[src/rtl/pulse_out_pio.sv]
// rtl/pulse_out_pio.sv - Avalon-MM output PIO with atomic set/clear and a hardware toggle-pulse engine
module pulse_out_pio #(
    parameter int WIDTH = 8,
    parameter int CNT_W = 16
) (
    input  logic             clk,
    input  logic             reset_n,
    input  logic [2:0]       address,
    input  logic             chipselect,
    input  logic             write_n,
    input  logic [31:0]      writedata,
    output logic [31:0]      readdata,
    output logic [WIDTH-1:0] out_port,
    output logic             busy
);

    localparam logic [2:0] A_DATA     = 3'd0;
    localparam logic [2:0] A_PULSE_LEN = 3'd1;
    localparam logic [2:0] A_OUTSET   = 3'd2;
    localparam logic [2:0] A_OUTCLEAR = 3'd3;
    localparam logic [2:0] A_PULSE    = 3'd4;
    localparam logic [2:0] A_STATUS   = 3'd5;

    typedef enum logic {S_IDLE, S_PULSE} state_t;

    state_t             state_q, state_d;
    logic [WIDTH-1:0]   data_q, data_d;
    logic [CNT_W-1:0]   len_q, len_d;
    logic [WIDTH-1:0]   mask_q, mask_d;
    logic [CNT_W-1:0]   cnt_q, cnt_d;
    logic               overrun_q, overrun_d;
    logic [31:0]        rdata_q, rdata_d;
    logic [WIDTH-1:0]   out_q, out_d;

    logic               wr;
    logic [WIDTH-1:0]   wr_mask;
    logic               unused_wd;

    assign wr        = chipselect & ~write_n;
    assign wr_mask   = writedata[WIDTH-1:0];
    assign unused_wd = ^writedata;

    always_comb begin
        state_d   = state_q;
        data_d    = data_q;
        len_d     = len_q;
        mask_d    = mask_q;
        cnt_d     = cnt_q;
        overrun_d = overrun_q;
        rdata_d   = '0;

        if (wr) begin
            case (address)
                A_DATA:      data_d = wr_mask;
                A_PULSE_LEN: len_d  = writedata[CNT_W-1:0];
                A_OUTSET:    data_d = data_q | wr_mask;
                A_OUTCLEAR:  data_d = data_q & ~wr_mask;
                A_STATUS:    if (writedata[1]) overrun_d = 1'b0;
                default: ;
            endcase
        end

        // The return-to-IDLE edge still counts as busy for a colliding PULSE write.
        case (state_q)
            S_IDLE: begin
                if (wr && address == A_PULSE && wr_mask != '0 && len_q != '0) begin
                    state_d = S_PULSE;
                    mask_d  = wr_mask;
                    cnt_d   = len_q;
                end
            end
            S_PULSE: begin
                if (wr && address == A_PULSE) overrun_d = 1'b1;
                if (cnt_q == CNT_W'(1)) begin
                    state_d = S_IDLE;
                    mask_d  = '0;
                    cnt_d   = '0;
                end else begin
                    cnt_d = cnt_q - CNT_W'(1);
                end
            end
            default: state_d = S_IDLE;
        endcase

        case (address)
            A_DATA:      rdata_d[WIDTH-1:0] = data_q;
            A_PULSE_LEN: rdata_d[CNT_W-1:0] = len_q;
            A_PULSE:     rdata_d[WIDTH-1:0] = mask_q;
            A_STATUS:    rdata_d[1:0]       = {overrun_q, state_q == S_PULSE};
            default: ;
        endcase

        out_d = data_q ^ mask_q;
    end

    always_ff @(posedge clk or negedge reset_n) begin
        if (!reset_n) begin
            state_q   <= S_IDLE;
            data_q    <= '0;
            len_q     <= '0;
            mask_q    <= '0;
            cnt_q     <= '0;
            overrun_q <= 1'b0;
            rdata_q   <= '0;
            out_q     <= '0;
        end else begin
            state_q   <= state_d;
            data_q    <= data_d;
            len_q     <= len_d;
            mask_q    <= mask_d;
            cnt_q     <= cnt_d;
            overrun_q <= overrun_d;
            rdata_q   <= rdata_d;
            out_q     <= out_d;
        end
    end

    assign readdata = rdata_q;
    assign out_port = out_q;
    assign busy     = (state_q == S_PULSE);

endmodule

[config.mk]
export PLATFORM = sky130hd
export DESIGN_NAME = pulse_out_pio
export DESIGN_NICKNAME = d
export VERILOG_FILES = /design/src/rtl/pulse_out_pio.sv
export SDC_FILE = /design/constraint.sdc
export NUM_CORES = 1
export LEC_CHECK = 0
export ABC_AREA = 1
export ABC_CLOCK_PERIOD_IN_PS = 1400
export BUFFER_PORTS_ARGS = -buffer_cell sky130_fd_sc_hd__buf_4
export CORE_MARGIN = 1.5
export CORE_UTILIZATION = 50
export DETAILED_ROUTE_END_ITERATION = 7
export MAX_ROUTING_LAYER = met4
export PLACE_DENSITY = 0.81
export RECOVER_POWER = 25
export SYNTH_ARGS = -nofsm -noshare
export SYNTH_HDL_FRONTEND = slang
export SYNTH_SLANG_ARGS = --single-unit
export TNS_END_PERCENT = 1
[constraint.sdc]
create_clock -name clk -period 1.4 [get_ports clk]
set_input_delay 0.21 -clock clk [delete_from_list [all_inputs] [get_ports clk]]
set_output_delay 0.21 -clock clk [all_outputs]
set_load 0.005 [all_outputs]
==> results of run 1 <==
[final timing paths]
| check | from | end | cells after the start |
|---|---|---|---|
| setup / recovery | cnt_q[0] | cnt_q[5] | 7 |
| setup reg to reg | cnt_q[0] | cnt_q[5] | 7 |
| hold / removal | writedata[5] | mask_q[5] | 3 |
| hold reg to reg | data_q[3] | out_port[3] | 1 |
| max in group asynchronous | reset_n | len_q[13] | 3 |
| min in group asynchronous | reset_n | cnt_q[3] | 2 |
[flip-flops by register name (all words and copies together), names as in the netlist]
signal     cells
cnt_q         16
len_q         16
readdata      16
data_q         8
mask_q         8
out_port       8
busy           1
overrun_q      1
[critical path, delay by kind of cell, from the launching register on]
family        cells  cell delay, ns
buf+inv           2            0.21
flops             1            0.45
simple gates      5            0.67
[routing by layer]
metal  share of wire [%]  track usage (%)  vias to the layer above
li1                    -                -                     1661
met1                  40             32.1                     1727
met2                  50             38.2                      180
met3                 7.7             4.56                       22
met4                 2.6             12.1                        0
met5                   0                -                        -
[where the power goes]
part,switching (mW),total (mW),internal [mW]
sequential,0.426,3.15,2.72
combinational,2.02,3.65,1.63
clock,0.883,1.90,1.02
[what timing repair did]
action,4_1_cts,5_1_grt
hold endpoints to repair,26,0
gates resized for setup,12,33
setup buffers,0,2
pin swaps,3,6
hold buffers,1,0
setup endpoints to repair,24,25
[area by class of cell]
cell class              count  share of cell area, %
clock buffers               9                   2.42
clock inverters             7                   1.98
inverters                  47                   3.60
multi-input cells         322                   37.4
flip-flops and latches     74                   36.3
well taps                 102                   2.50
repair buffers            101                   15.8
[cells by family (layout without fill, tap and decap cells)]
logic type | Yosys count | after routing | synth area share (%)
adder cells (fa/ha/maj) | 2 | 2 | 0.634
AO/OA/AOI/OAI | 45 | 45 | 8.27
other | 1 | 16 | 0.0950
flip-flops | 74 | 74 | 46.9
XOR/XNOR | 10 | 10 | 2.22
AND/OR/NAND/NOR | 249 | 249 | 32.1
buffers and inverters | 74 | 164 | 9.82
[cells in the final DEF (no fill, tap or decap), types with 3 or more instances in the layout]
cell type	instances
a21oi_2	8
nand2_2	10
inv_1	40
buf_12	3
nand3_2	10
buf_6	3
nor2_2	5
conb_1	16
nand2_1	96
buf_4	93
xor2_1	10
dfrtp_1	71
nor2_8	4
nor2_1	36
o21ai_2	8
nor2_4	15
o22ai_1	8
a21oi_1	8
clkbuf_8	9
inv_2	5
dfrtp_2	3
nand3_1	47
nand2_4	4
nand4_1	17
o211ai_1	6
==> flow_metrics.env, run 1 <==
export IMPL_slowest_stage="dfrtp_2"
export IMPL_place_gp_congestion=0.923
export IMPL_grt_overflow=0
export IMPL_synth_async_sr_flop_share_pct=100
export IMPL_synth_seq_cells=74
export IMPL_worst_pin_slew_ns=0.816
export IMPL_initialDrtViolationCount=272
export IMPL_critPathMaxFanout=5
export IMPL_timing_final_crit_share_pct=103
export IMPL_cts_buffers_inserted=9
export IMPL_yosysWarnings=0
export IMPL_timing_worst_setup_path_type="flip-flop to flip-flop"
export IMPL_core_box_area_um2=7690
export IMPL_drt_antenna_net_count=0
export IMPL_drc_errors=0
export IMPL_multiInputGateArea_um2=1910
export IMPL_max_cap_violations=0
export IMPL_maximum_level_of_the_cts_h_tree=3
export IMPL_dr_total_vias=3590
export IMPL_synth_most_common_cell="nand2_1"
export IMPL_synth_distinct_cells=34
export IMPL_groute_usage_overall_pct=25.0
export IMPL_placed_cells_incl_taps=643
export IMPL_area_growth_from_synthesis_to_final_layout_pct=29.5
export IMPL_postSynthCellCount=455
export IMPL_final_nets=596
export IMPL_grt_pass1_wl_um=15800
export IMPL_hold_path_class="input pin to flip-flop"
export IMPL_top_level_ports=80
export IMPL_timing_final_crit_period_ns=1.45
export IMPL_totalWireLength_um=10000
export IMPL_post_synth_instance_area_um2=3950
export IMPL_critical_path_max_stage_delay_ns=0.45
export IMPL_diodes_inserted=0
export IMPL_seq_area_um2=1860
export IMPL_layout_drive_gt1_share_pct=34.8
export IMPL_n_fill_cell=585
export IMPL_timing_setup_tns_ns=-0.0774
export IMPL_design_die_area_um2=8440
export IMPL_element_type_at_the_critical_path_start="flip-flop"
export IMPL_cts_path_max_buffers=2
export IMPL_cts_root_buffer="clkbuf_8"
export IMPL_pin_count_of_the_biggest_net_entering_global_routing=31
export IMPL_drt_pass1_iter_count=5
export IMPL_postLayoutCellArea_um2=5110
export IMPL_final_setup_violation_count=5
export IMPL_timing_hold_ws_ns=0.0576
export IMPL_cts_tree="yes"
export IMPL_cp_required_ns=1.66
export IMPL_endpoint_kind="flip-flop"
export IMPL_clock_latency_ns=0.37
export IMPL_clock_skew_ns=0.00546
export IMPL_outcome="finished, violations left"
export IMPL_yosysSeqAreaShare_pct=46.9
export IMPL_grt_setup_unrepaired="yes"
export IMPL_synth_avg_cell_area_um2=8.68
export IMPL_yosys_area_top_type_share_pct=46.9
export IMPL_finalNonFillerCells=662
export IMPL_vdd_ir_drop_worst_mv=0.939
export IMPL_synthFlopType="dfrtp_1"
export IMPL_cellPowerDensity_nw_per_um2=1700
export IMPL_yosys_area_top_type="dfrtp_1"
export IMPL_path_cells="inv_2 > buf_4 > nand2_2 > nor2_1 > nand2_1 > nand4_1 > nand3_1"
export IMPL_detailed_place_area_um2=4700
export IMPL_place_port_buffers=47
export IMPL_clock_sink_count=74
export IMPL_leakagePower_nw=2.57
export IMPL_path_clk_slew_ns=0.08
export IMPL_grt_antenna_before_repair=0
export IMPL_vias_per_cell=5.42
export IMPL_floorplan_rows=32
export IMPL_crit_arrival_ns=1.70
export IMPL_fin_total_pwr_mw=8.70
export IMPL_floorplan_die_width_um=91.9
export IMPL_maxClockFrequency_mhz=691
export IMPL_hpwlAfterDp_um=6830
export IMPL_first_global_vias=3331
export IMPL_postLayoutCoreUtil_pct=66.5
export IMPL_worst_slack_ns=-0.0475
export IMPL_floorplan_die_height_um=91.9
export IMPL_hold_viol=0
export IMPL_slew_limit_headroom_pct=45.6
export IMPL_initial_utilization_pct=51.4
export IMPL_slew_violations=0
export IMPL_edff_count_synth=0
export IMPL_dp_worst_setup_slack_ns=-0.0727
export IMPL_detail_route_wl_per_cell_um=15.1
export IMPL_reg2reg_setup_slack_ns=-0.05
export IMPL_synth_cells_most_frequent="103 x nand2_1, 74 x dfrtp_1, 51 x nand3_1, 47 x nor2_1, 42 x inv_1"
export IMPL_failed_checks="negative setup slack"
export IMPL_synth_area_leaders="dfrtp_1 47%, nand2_1 9.8%, nand3_1 6.5%, nor2_1 4.5%, inv_1 4.0%"
Note: power is estimated with default switching activity, not from simulation.
==> run 2: changes to the inputs <==
- CORE_MARGIN: 1.5 -> 2
- SETUP_SLACK_MARGIN: default -> 0.05
==> run 2 against run 1 <==
Against the previous run:
- the run still ends with negative setup slack left
- first-iteration DRC count is 17% higher
- register-to-register slack is essentially flat
- final cell count unchanged
- wire length shrank 0.84%
- setup slack improved by 0.015 ns
- core utilization decreased by 0.065 points
- clock skew rose by 0.00072 ns
- sequential power is essentially flat
- count of clock-buffer cells in the layout rose by 1
- critical path type unchanged
- largest cell class unchanged
- highest routed layer unchanged
==> flow_metrics.env, run 2 (same netlist as run 1, synthesis figures left out) <==
export IMPL_hold_path_class="input pin to flip-flop"
export IMPL_drt_pass1_iter_count=6
export IMPL_cts_path_max_buffers=2
export IMPL_hold_viol=0
export IMPL_place_gp_congestion=0.901
export IMPL_totalWireLength_um=9940
export IMPL_slew_violations=0
export IMPL_detailed_place_area_um2=4720
export IMPL_initialDrtViolationCount=318
export IMPL_clock_latency_ns=0.35
export IMPL_grt_overflow=0
export IMPL_diodes_inserted=0
export IMPL_cts_tree="yes"
export IMPL_final_nets=597
export IMPL_groute_usage_overall_pct=24.6
export IMPL_floorplan_die_height_um=92.9
export IMPL_timing_worst_setup_path_type="flip-flop to flip-flop"
export IMPL_pin_count_of_the_biggest_net_entering_global_routing=30
export IMPL_slew_limit_headroom_pct=48.7
export IMPL_dr_total_vias=3465
export IMPL_failed_checks="negative setup slack"
export IMPL_outcome="finished, violations left"
export IMPL_worst_pin_slew_ns=0.770
export IMPL_leakagePower_nw=2.57
export IMPL_hold_path_depth=3
export IMPL_clock_skew_ns=0.00618
export IMPL_grt_pass1_wl_um=16000
export IMPL_path_clk_slew_ns=0.08
export IMPL_place_port_buffers=47
export IMPL_timing_final_crit_period_ns=1.43
export IMPL_initial_utilization_pct=51.4
export IMPL_timing_hold_ws_ns=0.0788
export IMPL_vdd_ir_drop_worst_mv=0.889
export IMPL_cts_root_buffer="clkbuf_8"
export IMPL_final_setup_violation_count=8
export IMPL_max_cap_violations=0
export IMPL_maximum_level_of_the_cts_h_tree=3
export IMPL_seq_area_um2=1860
export IMPL_grt_antenna_before_repair=0
export IMPL_floorplan_rows=32
export IMPL_drt_antenna_net_count=0
export IMPL_clock_sink_count=74
export IMPL_worst_r2r_cell_count=8
export IMPL_floorplan_die_width_um=92.9
export IMPL_cellPowerDensity_nw_per_um2=1630
export IMPL_element_type_at_the_critical_path_start="flip-flop"
export IMPL_timing_final_crit_share_pct=102
export IMPL_n_fill_cell=601
export IMPL_cp_required_ns=1.65
export IMPL_grt_setup_unrepaired="yes"
export IMPL_core_box_area_um2=7690
export IMPL_top_level_ports=80
export IMPL_layout_commonest_cell="nand2_1"
export IMPL_multiInputGateArea_um2=1950
export IMPL_vias_per_cell=5.23
export IMPL_maxClockFrequency_mhz=698
export IMPL_critPathMaxFanout=8
export IMPL_postLayoutCellArea_um2=5110
export IMPL_area_growth_from_synthesis_to_final_layout_pct=29.3
export IMPL_detail_route_wl_per_cell_um=15.0
export IMPL_cts_buffers_inserted=9
export IMPL_layout_drive_gt1_share_pct=37.0
export IMPL_crit_arrival_ns=1.68
export IMPL_drc_errors=0
export IMPL_hpwlAfterDp_um=6740
export IMPL_design_die_area_um2=8620
export IMPL_worst_slack_ns=-0.0327
export IMPL_first_global_vias=3395
export IMPL_most_common_layout_cells="94 x nand2_1, 92 x buf_4, 71 x dfrtp_1"
export IMPL_endpoint_kind="flip-flop"
## run 2: power by group
part	leakage (nW)	switching, mW	total, mW	internal [mW]
logic	1.57	2.06	3.76	1.70
registers	0.917	0.417	3.14	2.73
clock network	0.0823	0.818	1.45	0.631
## run 2: worst max-delay path: stages (launching register included)
cell and delay (ns):
dfrtp_1 0.39, inv_2 0.10, ha_4 0.15, nand2_4 0.05, nor2_4 0.19, nand3_2 0.14
buf_8 0.18, nand3_2 0.07, nand2_1 0.05
## run 2: worst paths after layout
kind                                     end         start  slack [ns]
worst max-delay path               mask_q[0]      cnt_q[1]       -0.03
worst min-delay path               mask_q[7]  writedata[7]        0.08
worst max register to register     mask_q[0]      cnt_q[1]       -0.03
worst min register to register   out_port[0]     data_q[0]        0.46
max in group asynchronous        readdata[8]       reset_n        0.25
min in group asynchronous       readdata[11]       reset_n        0.47
## run 2: area by class of cell
type	instances	area share (%)
inverters	47	3.60
well taps	102	2.50
flip-flops and latches	74	36.3
repair buffers	102	16.3
clock buffers	10	2.50
clock inverters	5	0.612
multi-input cells	322	38.2
## run 2: timing repair
action / in CTS / in global routing
gates resized for setup: 26 / 30
hold buffers: 1 / 0
endpoints found under the setup margin: 26 / 26
hold endpoints to repair: 25 / 0
setup buffers: 0 / 2
gates cloned: 0 / 0
pin swaps: 4 / 16
## run 2: metrics by stage
| stage | power, mW | instances | setup WS [ns] | TNS, ns | util [%] |
|---|---|---|---|---|---|
| global placement | 6.28 | 644 | -0.0478 | -0.442 | 61.5 |
| finish | 8.35 | 662 | -0.0327 | -0.142 | 66.4 |
| global route | 8.88 | 662 | -0.0946 | -1.28 | 66.4 |
| detailed placement | 6.39 | 644 | -0.0707 | -0.577 | 61.5 |
| CTS | 8.09 | 660 | 0.0164 | 0 | 64.8 |
| floorplan | 4.89 | 470 | 0.0801 | 0 | - |
## run 2: metal layers
metal / track usage (%) / vias up / routed length, um
met4: 9.80 / 0 / 200
li1: - / 1651 / -
met3: 5.21 / 24 / 603
met5: - / - / 0
met1: 32.9 / 1659 / 4240
met2: 36.8 / 131 / 4900
